File: config.mk
export PLATFORM = sky130hd
export DESIGN_NAME = tdm_demux16_flat
export DESIGN_NICKNAME = d
export VERILOG_FILES = /design/src/rtl/tdm_demux16_if.sv /design/src/rtl/tdm_demux16.sv /design/src/flat_wrapper.sv
export SDC_FILE = /design/constraint.sdc
export NUM_CORES = 1
export LEC_CHECK = 0
export ABC_AREA = 1
export CAP_MARGIN = 20
export CORE_MARGIN = 2
export CORE_UTILIZATION = 30
export CTS_CLUSTER_SIZE = 8
export DETAILED_ROUTE_END_ITERATION = 8
export PLACE_DENSITY = 0.54
export SYNTH_ARGS = -nofsm -noshare
export SYNTH_HDL_FRONTEND = slang
export SYNTH_SLANG_ARGS = --single-unit
File: constraint.sdc
create_clock -name clk -period 3.3 [get_ports clk]
set_input_delay 0.66 -clock clk [delete_from_list [all_inputs] [get_ports clk]]
set_output_delay 0.66 -clock clk [all_outputs]
set_load 0.005 [all_outputs]
File: src/rtl/tdm_demux16_if.sv
// Bus bundle for the TDM 1-to-16 demultiplexer: serial slot input side plus
// the recovered parallel frame and status outputs.
interface tdm_demux16_if #(
    parameter int LANES = 16,
    parameter int SEL_W = 4
);
    logic             en;
    logic             sync;
    logic             din;
    logic [LANES-1:0] w;
    logic [SEL_W-1:0] s;
    logic             f_valid;
    logic             busy;
    logic             err;

    modport master (
        output en, sync, din,
        input  w, s, f_valid, busy, err
    );

    modport slave (
        input  en, sync, din,
        output w, s, f_valid, busy, err
    );
endinterface

File: src/rtl/tdm_demux16.sv
// Time-division 1-to-16 demultiplexer: the slot counter steers each serial bit
// into a shadow register; the full frame is published to w with a valid pulse.
module tdm_demux16 #(
    parameter int LANES = 16,
    parameter int SEL_W = 4
) (
    input  logic         clk,
    input  logic         rstn,
    tdm_demux16_if.slave bus
);
    typedef enum logic {IDLE, RUN} state_t;

    localparam logic [SEL_W-1:0] LAST = SEL_W'(LANES - 1);

    state_t           state_q, state_d;
    logic [LANES-1:0] shadow_q, shadow_d;
    logic [LANES-1:0] w_q, w_d;
    logic [SEL_W-1:0] s_q, s_d;
    logic             fv_q, fv_d;
    logic             err_q, err_d;

    always_ff @(posedge clk) begin
        if (!rstn) begin
            state_q  <= IDLE;
            shadow_q <= '0;
            w_q      <= '0;
            s_q      <= '0;
            fv_q     <= 1'b0;
            err_q    <= 1'b0;
        end else begin
            state_q  <= state_d;
            shadow_q <= shadow_d;
            w_q      <= w_d;
            s_q      <= s_d;
            fv_q     <= fv_d;
            err_q    <= err_d;
        end
    end

    always_comb begin
        state_d  = state_q;
        shadow_d = shadow_q;
        w_d      = w_q;
        s_d      = s_q;
        fv_d     = 1'b0;
        err_d    = 1'b0;
        case (state_q)
            IDLE: begin
                if (bus.en && bus.sync) begin
                    shadow_d = {{(LANES-1){1'b0}}, bus.din};
                    s_d      = SEL_W'(1);
                    state_d  = RUN;
                end
            end
            RUN: begin
                if (bus.en) begin
                    // Sync mid-frame wins over completion, even in the last slot.
                    if (bus.sync) begin
                        err_d    = 1'b1;
                        shadow_d = {{(LANES-1){1'b0}}, bus.din};
                        s_d      = SEL_W'(1);
                    end else if (s_q == LAST) begin
                        w_d     = {bus.din, shadow_q[LANES-2:0]};
                        fv_d    = 1'b1;
                        s_d     = '0;
                        state_d = IDLE;
                    end else begin
                        shadow_d[s_q] = bus.din;
                        s_d           = s_q + SEL_W'(1);
                    end
                end
            end
            default: state_d = IDLE;
        endcase
    end

    assign bus.w       = w_q;
    assign bus.s       = s_q;
    assign bus.f_valid = fv_q;
    assign bus.busy    = (state_q == RUN);
    assign bus.err     = err_q;
endmodule

File: src/flat_wrapper.sv
// flat-port wrapper written by rule: the top's interface ports become plain ports
module tdm_demux16_flat 
#(
    parameter int LANES = 16,
    parameter int SEL_W = 4
)
  (clk, rstn, bus_en, bus_sync, bus_din, bus_w, bus_s, bus_f_valid, bus_busy, bus_err);
  tdm_demux16_if #(.LANES(LANES), .SEL_W(SEL_W)) bus_i ();
  input  logic clk;
  input  logic rstn;
  input wire logic [$bits(bus_i.en)-1:0] bus_en;
  input wire logic [$bits(bus_i.sync)-1:0] bus_sync;
  input wire logic [$bits(bus_i.din)-1:0] bus_din;
  output wire logic [$bits(bus_i.w)-1:0] bus_w;
  output wire logic [$bits(bus_i.s)-1:0] bus_s;
  output wire logic [$bits(bus_i.f_valid)-1:0] bus_f_valid;
  output wire logic [$bits(bus_i.busy)-1:0] bus_busy;
  output wire logic [$bits(bus_i.err)-1:0] bus_err;
  assign bus_i.en = bus_en;
  assign bus_i.sync = bus_sync;
  assign bus_i.din = bus_din;
  assign bus_w = bus_i.w;
  assign bus_s = bus_i.s;
  assign bus_f_valid = bus_i.f_valid;
  assign bus_busy = bus_i.busy;
  assign bus_err = bus_i.err;
  tdm_demux16 #(.LANES(LANES), .SEL_W(SEL_W)) u_core (.clk(clk), .rstn(rstn), .bus(bus_i));
endmodule
# Word-level counts from Yosys, hierarchy flattened
# Cells that the tools add are included.
[word_totals] ff_bits=39 out_inout_bits=23
[op_classes] add_sub_neg=1 magnitude_cmp=2 n_eq_ne=4 n_mux=20 n_bitwise=4 reduce_logical=7
[ops] cell="16-bit two-way mux" count=4
[ops] cell="16-bit case mux with 2 select lines" count=1
[ops] cell="16-bit bitwise mux" count=1
[ops] cell="4-bit two-way mux" count=4
[ops] cell="4-bit case mux with 2 select lines" count=1
[ops] cell="1-bit two-way mux" count=7
[ops] cell="3-bit AND reduction" count=2
[ops] cell="4-bit by 5-bit less-than comparator with 1-bit output (second input constant)" count=1
[ops] cell="4-bit by 1-bit adder with 4-bit output (second input constant)" count=1
[ops] cell="1-bit demux with 4-bit select" count=1
[ops] cell="4-bit == test (second input constant)" count=1
[ops] cell="4-bit by 1-bit >= comparator with 1-bit output (second input constant)" count=1
[ops] cell="1-bit inverter" count=4
[ops] cell="4-bit AND reduction" count=1
[ops] cell="4-bit OR reduction" count=1
[ops] cell="3-bit != test (second input constant)" count=1
[ops] cell="1-bit logical AND" count=2
[ops] cell="2-bit by 1-bit != test with 1-bit output (second input constant)" count=1
[ops] cell="2-bit != test (second input constant)" count=1
[ops] cell="1-bit case mux with 2 select lines" count=1
[ops] cell="2-bit AND reduction" count=1

# Longest topological paths before layout
[depth] depth_word=9 ltp_mapped=8

# Worst setup path after synthesis
# OpenSTA, ideal clock, no wires.
[synth_timing] path_type="input to register" from="input bus_en" to="register u_core.w_q[0], in the netlist u_core.bus.w[0]" arrival_ns=1.393 t_required_ns=3.187 slack_ns=1.794 cell_stages=6 path_buffers=1 path_cell_list="nand2_1 -> nor2_1 -> nand2_1 -> buf_4 -> nand3_1 -> nand2_1"
[synth_via] elab_chain_cells=1
[synth_lines] item="start: declaration" line_no="flat_wrapper.sv:11" text="input wire logic [$bits(bus_i.en)-1:0] bus_en;"
[synth_lines] item="4-bit AND reduction (no source line)"
[synth_lines] item="end signal: assignment" line_no="tdm_demux16.sv:33" text="w_q <= w_d;"
[synth_lines] item="end: declaration" line_no="tdm_demux16.sv:17" text="logic [LANES-1:0] w_q, w_d;"
# No other way between the ends.
# A chain may end at the register's enable or synchronous reset.

# Worst setup path after layout
[layout_timing] from="input rstn" to="register u_core.s_q[0], in the netlist u_core.bus.s[0]"
[layout_lines] item="start: declaration" line_no="flat_wrapper.sv:10" text="input logic rstn;"
[layout_lines] item="end signal: assignment" line_no="tdm_demux16.sv:27" text="s_q <= '0;"
[layout_lines] item="end signal: assignment" line_no="tdm_demux16.sv:34" text="s_q <= s_d;"
[layout_lines] item="end: declaration" line_no="tdm_demux16.sv:18" text="logic [SEL_W-1:0] s_q, s_d;"
# No word-level cell between the ends.

==> results.yml <==
outcome:
  status: "complete, no violations"
floorplanning:
  rows: 27
  core_um2: 5507
  io_pins: 28
  dieArea_um2: 6308
  die_h_um: 79.43
  start_util: 0.3099
  die_w_um: 79.43
final_layout:
  area_growth_pct: 25.22
  layout_commonest_cell: "nand2_1"
  mostFrequentLayoutCells: "nand2_1 (92), nand3_1 (42), dfxtp_1 (38)"
  ff_latch_area_um2: 760.7
  drive_gt1_frac: 0.05072
  multi_input_area_um2: 790.8
  instances_no_fill: 348
  fillers: 581
  n_antenna_cell: 0
  nets: 284
clock_tree:
  cts_tree: "built"
  cts_buffers: 5
  cts_hold_buffers: 0
  cts_root_buffer: "clkbuf_8"
  cts_resized: 0
  cts_sinks: 38
  insertion_delay_ns: 0.29
  post-cts-setup-buffers: 0
  clockBufferDepth: 2
  clk_pin_slew_ns: 0.08
  cts_max_level: 2
routing:
  wl_met1_mm: 1.912
  drt_first_iter_violations: 88
  routed-wl-met3_um: 171
  route.vias.total: 1582
  wl_met2_mm: 1.726
  drc: 0
  dr.pass1.iters: 4
  drt_wl_total_mm: 3.881
  ant_nets: 0
  top_layer_used: "met4"
  vias_per_cell: 4.546
  routedWlPerCell_um: 11.15
setup_path:
  critPathRequiredTime_ns: 3.51
  worstPathMaxFanout: 17
  cpMaxStageDelayCell: "clkdlybuf4s50_1"
  cp-endpoint: "u_core.bus.s[0]"
  path_cells: "clkdlybuf4s50_1 > clkinv_1 > a31oi_1"
  r2r_slack_ns: 1.52
  crit_start: "rstn"
  reg2reg_depth: 6
  rr_startpoint: "u_core.bus.s[0]"
  start_kind: "primary input"
  cp-end-kind: "flop"
  critPathKind: "in -> reg"
  slowest_delay_ns: 0.85
  r2r-end: "u_core.bus.w[15]"
  cp.arrival_ns: 2.42
timing:
  fin_ws_ns: 1.095
  rsz0062_at_grt: "false"
  period_share: 0.6683
  relSlewSlack: 0.5969
  finalSetupTns_ns: 0
  min_period_ns: 2.205
  fin_skew_ns: 0.007895
  setup_violations: 0
  slew_viol_final: 0
  clock.fmax_mhz: 453.4
  worst_pin_slew_ns: 0.6032
  final-hold-violation-count: 0
yosys:
  synth_area_leader_cell: "dfxtp_1"
  synth_top_area_frac: 0.4457
  synthTopCellsByArea: "dfxtp_1 (45%), nand2_1 (20%), nand3_1 (12%)"
  ys_warn_count: 0
  synth_nets: 259
  synthesis.area_um2: 1707
  synthCells: 250
  synth_seq_cells: 38
  synth_cell_types: 19
  synth_area_per_cell_um2: 6.827
  ys_seq_area_frac: 0.4457
placement:
  detailed_place_hpwl_mm: 2.671
  place_congestion: 0.7936
  io_buffers: 27
  place_ws_ns: 0.7611
  placed_cells: 340
global_route:
  grt_pass1_vias: 1418
  grt_pass1_wl_mm: 6.672
  grt_overflow: 0
  grt_max_degree: 31
  antenna_found_initial: 0
  grt_use_total: 0.1373
power:
  p_per_area_nw_per_um2: 429.8
  peakVddDrop_uv: 151.3
  finalPower_w: 0.0009184
  power.leakage_nw: 0.9426
min_path:
  hold_depth: 2
  hold_path_class: "reg -> reg"
job:
  cap_violations: 0
report_power, final:
group | total, W | switching [W] | internal, W
sequential | 0.000465 | 0.00000364 | 0.000462
clock | 0.000390 | 0.000168 | 0.000222
combinational | 0.0000631 | 0.0000411 | 0.0000220
area by class of cell:
class / instances / area share
flip-flops and latches: 38 / 0.3560
repair buffers: 30 / 0.1370
clock buffers: 5 / 0.03220
well taps: 72 / 0.04215
inverters: 25 / 0.04391
multi-input cells: 175 / 0.3700
clock inverters: 3 / 0.01874
cells in the mapped netlist:
cell type  count
nand2_1       92
nand3_1       42
dfxtp_1       38
inv_1         23
a21oi_1       19
nor2_1         8
buf_2          7
ha_1           4
o21ai_0        4
buf_4          2
clkbuf_1       2
nand4_1        2
a31oi_1        1
buf_1          1
clkinv_1       1
inv_2          1
nor2_2         1
nor3_1         1
nor3_2         1
stage by stage:
step                      utilization  hold WS (ns)  cell area (um^2)
final                          0.3881        0.4501              2137
after global routing           0.3881        0.4653              2137
after CTS                      0.3881        0.4520              2137
after detailed placement       0.3683        0.4353              2028
after global placement         0.3683        0.4337              2028
after floorplan                     -        0.4191              1707
layer usage:
metal | vias to the layer above | global-route usage
li1 | 846 | -
met1 | 704 | 0.1721
met2 | 27 | 0.2210
met3 | 5 | 0.03846
met4 | 0 | 0.05690
met5 | - | 0
registers in the layout, summed over array words and instances (netlist names):
register	flops
u_core.bus.f_valid	1
u_core.shadow_q	15
u_core.bus.w	16
u_core.bus.busy	1
u_core.bus.s	4
u_core.bus.err	1
critical path, delay by kind of cell:
kind                   cells  cell delay (ns)
buffers and inverters      2             1.46
AO/OA/AOI/OAI              1             0.30
logic make-up after synthesis:
family	Yosys count	share of synthesized area
flops	38	0.4457
simple gates	147	0.3629
buf+inv	37	0.09090
fa+ha+maj	4	0.02933
compound gates	24	0.07112
worst min path at each step:
stage                              from                to  slack, ns
floorplan           u_core.shadow_q[10]  u_core.bus.w[10]       0.42
global placement     u_core.shadow_q[5]   u_core.bus.w[5]       0.43
detailed placement   u_core.shadow_q[5]   u_core.bus.w[5]       0.44
CTS                  u_core.shadow_q[5]   u_core.bus.w[5]       0.45
global route         u_core.shadow_q[5]   u_core.bus.w[5]       0.47
finish               u_core.shadow_q[5]   u_core.bus.w[5]       0.45
No activity file was read; power rests on OpenSTA's default activity.
